===== config.mk =====
export PLATFORM = sky130hd
export DESIGN_NAME = fir_dout_requant
export DESIGN_NICKNAME = d
export VERILOG_FILES = /design/src/rtl/fir_dout_requant.sv
export SDC_FILE = /design/constraint.sdc
export NUM_CORES = 1
export LEC_CHECK = 0
export ABC_AREA = 1
export BUFFER_PORTS_ARGS = -buffer_cell sky130_fd_sc_hd__buf_2
export CAP_MARGIN = 25
export CORE_ASPECT_RATIO = 0.8
export CORE_UTILIZATION = 40
export CTS_CLUSTER_DIAMETER = 30
export CTS_CLUSTER_SIZE = 10
export DETAILED_ROUTE_END_ITERATION = 8
export GPL_TIMING_DRIVEN = 0
export SLEW_MARGIN = 40
export SYNTH_ARGS = -nofsm -noshare
export SYNTH_HDL_FRONTEND = slang
export SYNTH_SLANG_ARGS = --single-unit

===== constraint.sdc =====
create_clock -name clk -period 2.17 [get_ports clk]
set_input_delay 0.434 -clock clk [delete_from_list [all_inputs] [get_ports clk]]
set_output_delay 0.434 -clock clk [all_outputs]
set_load 0.1 [all_outputs]

===== src/rtl/fir_dout_requant.sv =====
// -----------------------------------------------------------------------------
// fir_dout_requant
//
// Receive-side requantizer for the FIR output stream. Each accepted 18-bit
// signed filter result is rounded (round-half-up), arithmetically shifted
// right by SHIFT, and saturated to OUT_W signed bits. The result is queued in
// a small FIFO and presented to a downstream consumer over valid/ready.
// The FIR side has no backpressure; a sample arriving at a full FIFO (with
// no pop in the same cycle) is dropped and flagged.
//
// Optional feature macro: REQUANT_STATS_EN
//   defined   : sat_count / drop_count are saturating 16-bit event counters
//   undefined : counter logic is removed and both ports are tied to zero
//
// Ports:
//   clk           rising-edge clock, single domain
//   reset         asynchronous active-low reset (0 = in reset)
//   din_valid     din carries a new FIR sample this cycle
//   din           signed FIR output sample, IN_W bits
//   dout_valid    FIFO non-empty; dout holds the head entry
//   dout_ready    consumer accepts dout when dout_valid=1
//   dout          signed requantized sample at FIFO head, OUT_W bits
//   full          FIFO holds DEPTH entries
//   sat_flag      one-cycle pulse: the sample just written was clipped
//   overflow_drop one-cycle pulse: a sample was discarded (FIFO full)
//   sat_count     saturating count of clipped samples written
//   drop_count    saturating count of dropped samples
// -----------------------------------------------------------------------------
module fir_dout_requant #(
    parameter int IN_W  = 18,
    parameter int OUT_W = 8,
    parameter int SHIFT = 10,
    parameter int DEPTH = 4
) (
    input  logic                    clk,
    input  logic                    reset,
    input  logic                    din_valid,
    input  logic signed [IN_W-1:0]  din,
    output logic                    dout_valid,
    input  logic                    dout_ready,
    output logic signed [OUT_W-1:0] dout,
    output logic                    full,
    output logic                    sat_flag,
    output logic                    overflow_drop,
    output logic [15:0]             sat_count,
    output logic [15:0]             drop_count
);

    localparam int AW = $clog2(DEPTH);
    localparam int PW = AW + 1;

    // Rounding constant 2^(SHIFT-1) and clip limits, all in IN_W+1 bits so the
    // rounding add can never wrap and comparisons stay signed.
    localparam logic signed [IN_W:0] HALF    = $signed((IN_W+1)'(1) << (SHIFT-1));
    localparam logic signed [IN_W:0] SAT_MAX = $signed({{(IN_W-OUT_W+2){1'b0}},
                                                        {(OUT_W-1){1'b1}}});
    localparam logic signed [IN_W:0] SAT_MIN = ~SAT_MAX;

    // Round half toward +inf, then arithmetic shift right.
    function automatic logic signed [IN_W:0] round_shift(input logic signed [IN_W-1:0] x);
        logic signed [IN_W:0] ext;
        logic signed [IN_W:0] sum;
        ext = $signed({x[IN_W-1], x});
        sum = ext + HALF;
        return sum >>> SHIFT;
    endfunction

    // Returns {clip, value}: value clamped to the OUT_W signed range.
    function automatic logic [OUT_W:0] saturate(input logic signed [IN_W:0] r);
        logic [OUT_W:0] o;
        if (r > SAT_MAX) begin
            o = {1'b1, SAT_MAX[OUT_W-1:0]};
        end else if (r < SAT_MIN) begin
            o = {1'b1, SAT_MIN[OUT_W-1:0]};
        end else begin
            o = {1'b0, r[OUT_W-1:0]};
        end
        return o;
    endfunction

    // Stage 1: round / shift / saturate
    logic signed [IN_W:0]    rnd;
    logic [OUT_W:0]          sat;
    logic signed [OUT_W-1:0] res_p1_d, res_p1_q;
    logic                    clip_p1_d, clip_p1_q;
    logic                    vld_p1_d, vld_p1_q;

    always_comb begin
        rnd       = round_shift(din);
        sat       = saturate(rnd);
        vld_p1_d  = din_valid;
        res_p1_d  = res_p1_q;
        clip_p1_d = clip_p1_q;
        if (din_valid) begin
            res_p1_d  = sat[OUT_W-1:0];
            clip_p1_d = sat[OUT_W];
        end
    end

    always_ff @(posedge clk) begin
        res_p1_q  <= res_p1_d;
        clip_p1_q <= clip_p1_d;
    end

    always_ff @(posedge clk or negedge reset) begin
        if (!reset) begin
            vld_p1_q <= 1'b0;
        end else begin
            vld_p1_q <= vld_p1_d;
        end
    end

    // Stage 2: FIFO write, pop, status pulses
    logic signed [OUT_W-1:0] mem [DEPTH];
    logic [PW-1:0]           wr_ptr_d, wr_ptr_q;
    logic [PW-1:0]           rd_ptr_d, rd_ptr_q;
    logic                    empty;
    logic                    full_int;
    logic                    pop;
    logic                    push_ok;
    logic                    drop;
    logic                    sat_flag_d, sat_flag_q;
    logic                    overflow_drop_d, overflow_drop_q;

    // Extra pointer MSB distinguishes full from empty when the index bits match.
    always_comb begin
        empty    = (wr_ptr_q == rd_ptr_q);
        full_int = (wr_ptr_q[AW] != rd_ptr_q[AW]) &&
                   (wr_ptr_q[AW-1:0] == rd_ptr_q[AW-1:0]);
        pop      = !empty && dout_ready;
        // A pop in the same cycle frees the slot, so a full FIFO still accepts.
        push_ok  = vld_p1_q && (!full_int || pop);
        drop     = vld_p1_q && !push_ok;

        wr_ptr_d        = wr_ptr_q + PW'(push_ok);
        rd_ptr_d        = rd_ptr_q + PW'(pop);
        sat_flag_d      = push_ok && clip_p1_q;
        overflow_drop_d = drop;
    end

    always_ff @(posedge clk) begin
        if (push_ok) begin
            mem[wr_ptr_q[AW-1:0]] <= res_p1_q;
        end
    end

    always_ff @(posedge clk or negedge reset) begin
        if (!reset) begin
            wr_ptr_q        <= '0;
            rd_ptr_q        <= '0;
            sat_flag_q      <= 1'b0;
            overflow_drop_q <= 1'b0;
        end else begin
            wr_ptr_q        <= wr_ptr_d;
            rd_ptr_q        <= rd_ptr_d;
            sat_flag_q      <= sat_flag_d;
            overflow_drop_q <= overflow_drop_d;
        end
    end

    // Storage is not reset, so dout is forced to zero whenever nothing is queued.
    always_comb begin
        dout_valid    = !empty;
        dout          = empty ? '0 : mem[rd_ptr_q[AW-1:0]];
        full          = full_int;
        sat_flag      = sat_flag_q;
        overflow_drop = overflow_drop_q;
    end

`ifdef REQUANT_STATS_EN
    logic [15:0] sat_cnt_d, sat_cnt_q;
    logic [15:0] drop_cnt_d, drop_cnt_q;

    // Counters stick at all-ones instead of wrapping.
    always_comb begin
        sat_cnt_d  = sat_cnt_q;
        drop_cnt_d = drop_cnt_q;
        if (sat_flag_d && (sat_cnt_q != 16'hFFFF)) begin
            sat_cnt_d = sat_cnt_q + 16'd1;
        end
        if (drop && (drop_cnt_q != 16'hFFFF)) begin
            drop_cnt_d = drop_cnt_q + 16'd1;
        end
    end

    always_ff @(posedge clk or negedge reset) begin
        if (!reset) begin
            sat_cnt_q  <= '0;
            drop_cnt_q <= '0;
        end else begin
            sat_cnt_q  <= sat_cnt_d;
            drop_cnt_q <= drop_cnt_d;
        end
    end

    assign sat_count  = sat_cnt_q;
    assign drop_count = drop_cnt_q;
`else
    assign sat_count  = 16'h0;
    assign drop_count = 16'h0;
`endif

endmodule


* Yosys cells after proc, flatten, opt, wreduce, memory -nomap -nowiden *
Memory sizes are Yosys's and may differ from the RTL's.
Cells that the tools add are included.
Widths: inputs -> output; s select.

word-level totals
  output and inout bits = 44
  memory bits (writable) = 32
  memories kept = 1
  bits in registers = 18

memories
  memory  depth  bits a word  read ports  clocked after memory_dff  wr ports  line  text
  mem     4      8            1           0                         1         114   logic signed [OUT_W-1:0] mem [DEPTH];

cells by class
  mux-type cells = 4
  equal/unequal tests = 3
  add/sub/neg operators = 3
  order comparisons = 2
  reduce and logical (&&, ||, !) cells = 9

operator list
  operator                number
  $add 18x11->19 const B  1
  $gt 9x8->1 const B      1
  $lt 9x8->1 const B      1
  $mux 9                  1
  $mux 8                  1
  $add 3x1->3             2
  $logic_and 1x1->1       5
  $eq 3x3->1              1
  $logic_not 1->1         3
  $eq 2x2->1              1
  $mux 1                  2
  $logic_or 1x1->1        1
  $ne 1x1->1              1

* Longest topological paths before layout *
  word-level depth = 7
  gate-level depth with buffers = 10
  depth with buffers taken out = 9

* Worst setup path after synthesis *
OpenSTA, ideal clock, no wires.

  path type = register -> output
  start = register rd_ptr_q[0]
  end = output dout[0]
  arrival time = 1.760 ns
  setup slack = -0.024 ns
  cell stages (with the launch flop) = 6
  buffers on the path = 1
  required time = 1.736 ns
  cell sequence = dfrtp_1 -> buf_4 -> xnor2_2 -> nand4_4 -> nand2_1 -> inv_1

on the way
  cells in the longest elaborated chain, start to end = 2
  elaborated cells on any way between the ends = 3
  classes of those cells = 1 x eq/ne; 1 x mux; 1 x memory

ends and longest elaborated chain
  item                                       line  text
  from (decl)                                116   logic [PW-1:0] rd_ptr_d, rd_ptr_q;
  from (signal assigned)                     155   rd_ptr_q <= rd_ptr_d;
  $mem_v2 4x8 or $eq 3x3->1 (tied branches)  n/a
  $mux 8 *                                   164   dout = empty ? '0 : mem[rd_ptr_q[AW-1:0]];
  to (decl)                                  41    output logic signed [OUT_W-1:0] dout,

Every way passes the cells marked *; elsewhere a longest branch is shown, timed or not.

* Final worst setup path *
  start = register rd_ptr_q[1]
  end = output dout[0]

Same word-level chain as after synthesis.

==> metrics.cfg <==
[timing]
finalCritPeriodShare_pct=96.05
worst_pin_slew_ns=0.7731
skew_ns=0.007116
period_minus_slack_ns=2.084
final_max_slew_viol_count=0
hold_violations=0
finalWorstSetupSlack_ns=0.08572
finalSetupTns_ns=0
max_freq_mhz=479.8
maxSlewHeadroom_pct=48.27
setup_violations=0

[critical_path]
crit_start=rd_ptr_q[1]
path_cells=buf_6 -> inv_6 -> nand2_1 -> nand2_2 -> nand4_4 -> buf_12 -> nand2_1 -> inv_1 -> buf_6
worst-setup-path-type=reg -> out
max_stage_delay_ns=0.39
cp_slowest_cell=dfrtp_1
worstSetupStartpointType=flop
path_max_fanout=9
critPathBufInv=5
cp_data_required_time_ns=1.74
cp_data_arrival_time_ns=1.65
cp-end-kind=output pin
cp_top_family=buffers and inverters
r2r_start=rd_ptr_q[0]

[floorplan]
die_h_um=72.12
start_util_pct=41.59
dieArea_um2=6466
fp-row-count=25
die_x_um=89.66
core_um2=5912
io_pins=66

[grt]
grt_start_max_net_pins=15
use_met1_pct=16.63
grt_pass1_wl_um=6368
grt_usage_pct=13.74
globalRouteMet3Util_pct=3.868
top_usage_layer=met2
met2_usage_pct=23.23
grt_antenna_before_repair=0
grt_pass1_vias=1362
grt_overflow=0

[final_layout]
antennaDiodeCount=0
layout_commonest_cell=nand2_1
drive_above_1_share_pct=28.38
multi_input_area_um2=772.0
nFillCells=506
final_cell_mix=nand2_1 (46), edfxtp_1 (41), buf_4 (38)
seqCellArea_um2=1456
fin_nets=329
synthToLayoutAreaGrowth_pct=25.34
final_area_um2=3082

[synth]
synth_top_cell_area_share_pct=50.08
synthCells=233
synth_fa_ha_area_share_pct=2.545
synth_top_cell_by_area=edfxtp_1
synth-seq-cells=50
syn_area_um2=2459
yosysSeqAreaShare_pct=59.24
synthTopCellsByArea=edfxtp_1 (50%), buf_4 (10%), dfrtp_1 (9.2%)
synth_xor_area_share_pct=2.799
synth_top_family_by_area=buffers and inverters
synth-compound-area-share_pct=5.293
yosysWarnings=0
synth_mux_area_share_pct=0
synth-simple-area-share_pct=14.81
synth.distinct_cells=23
avgSynthCellArea_um2=10.55

[placement]
dpl-instance-area_um2=2796
dp_hpwl_um=2857
place_ws_ns=0.07860
routabilityCongestion=0.6976
port-buffer-count=24

[route]
via_count=1535
via_per_inst=3.997
drt-initial-drc-count=57
drcViolationCount=0
first_pass_iters=4
wl_per_cell_um=10.43
wl_um=4004
final_antenna_net_count=0

[clock_network]
cts.clk_slew.worst_paths_ns=0.08
cts_tree=done
cts_buffers=5
cts_root_buffer=clkbuf_8
clkSinkCount=50
clk_latency_ns=0.30
clockBufferDepth=2
htree_levels=2

[job]
maxCapViolCount=0

[outcome]
outcome=completed

[worst_hold_path]
hold_path_class=in -> reg
worstHoldStart=din_valid

-- cell usage after synthesis, drive strengths merged --
cell type  count
nor2          27
xnor2          3
nand3          4
xor2           4
inv           27
edfxtp        41
o21ai         16
conb           1
nand2         49
dfrtp          9
ha             5
buf           36
nand4          3
o22ai          8
-- state kept, by name (all words and copies together), names as in the netlist --
signal / count
overflow_drop: 1
sat_flag: 1
rd_ptr_q: 3
mem: 32
clip_p1_q: 1
vld_p1_q: 1
wr_ptr_q: 3
res_p1_q: 8
-- metal layers --
metal  wire length, um  vias to the layer above
li1                  -                      835
met1              1813                      655
met2              1942                       40
met3               180                        5
met4                67                        0
met5                 0                        -
-- path summary, 6_finish.rpt --
check                      cells after the start  slack [ns]     endpoint
setup / recovery                               9        0.09      dout[0]
hold / removal                                 1        0.37     vld_p1_q
setup reg to reg                               5        0.23    mem[1][1]
hold reg to reg                                2        0.49     sat_flag
max in group asynchronous                      2        1.46  wr_ptr_q[1]
min in group asynchronous                      2        0.52  wr_ptr_q[2]
-- final cells by class --
type | count | area share [%]
buffer | 35 | 8.892
clock buffer | 7 | 2.801
clock inverter | 1 | 0.1624
inverter | 27 | 3.532
multi-input combinational | 151 | 25.05
sequential | 50 | 47.26
tap | 81 | 3.289
timing repair buffer | 32 | 9.013
-- what timing repair did --
item,4_1_cts,5_1_grt
setup endpoints to repair,10,16
hold buffers,1,0
cloned,0,0
buffers inserted,3,4
pin swaps,1,2
resized for setup,25,13
hold endpoints to repair,9,0
-- stage by stage --
| step | util [%] | hold slack, ns | std cells |
|---|---|---|---|
| 3_5_place_dp | 47.30 | 0.3039 | 369 |
| 5_1_grt | 52.13 | 0.3742 | 384 |
| 4_1_cts | 50.92 | 0.3641 | 381 |
| 2_1_floorplan | - | 0.1384 | 264 |
| 6_report | 52.13 | 0.3734 | 384 |
| 3_3_place_gp | 47.30 | 0.2982 | 369 |
-- worst register-to-register path: cells and delay by family, from the launching register on --
family	cells	cell delay, ns
flops	1	0.40
simple gates	3	0.85
xor+xnor	1	0.16
buf+inv	1	0.16
-- cells by family (layout without fill, tap and decap cells) --
group | Yosys count | after routing
flip-flops | 50 | 50
other | 1 | 32
AO/OA/AOI/OAI | 24 | 24
adder cells (fa/ha/maj) | 5 | 5
AND/OR/NAND/NOR | 83 | 83
buffers and inverters | 63 | 102
XOR/XNOR | 7 | 7
Power is not shown: default switching activity piles up to over one toggle a cycle in this logic, so the estimate is an artifact.
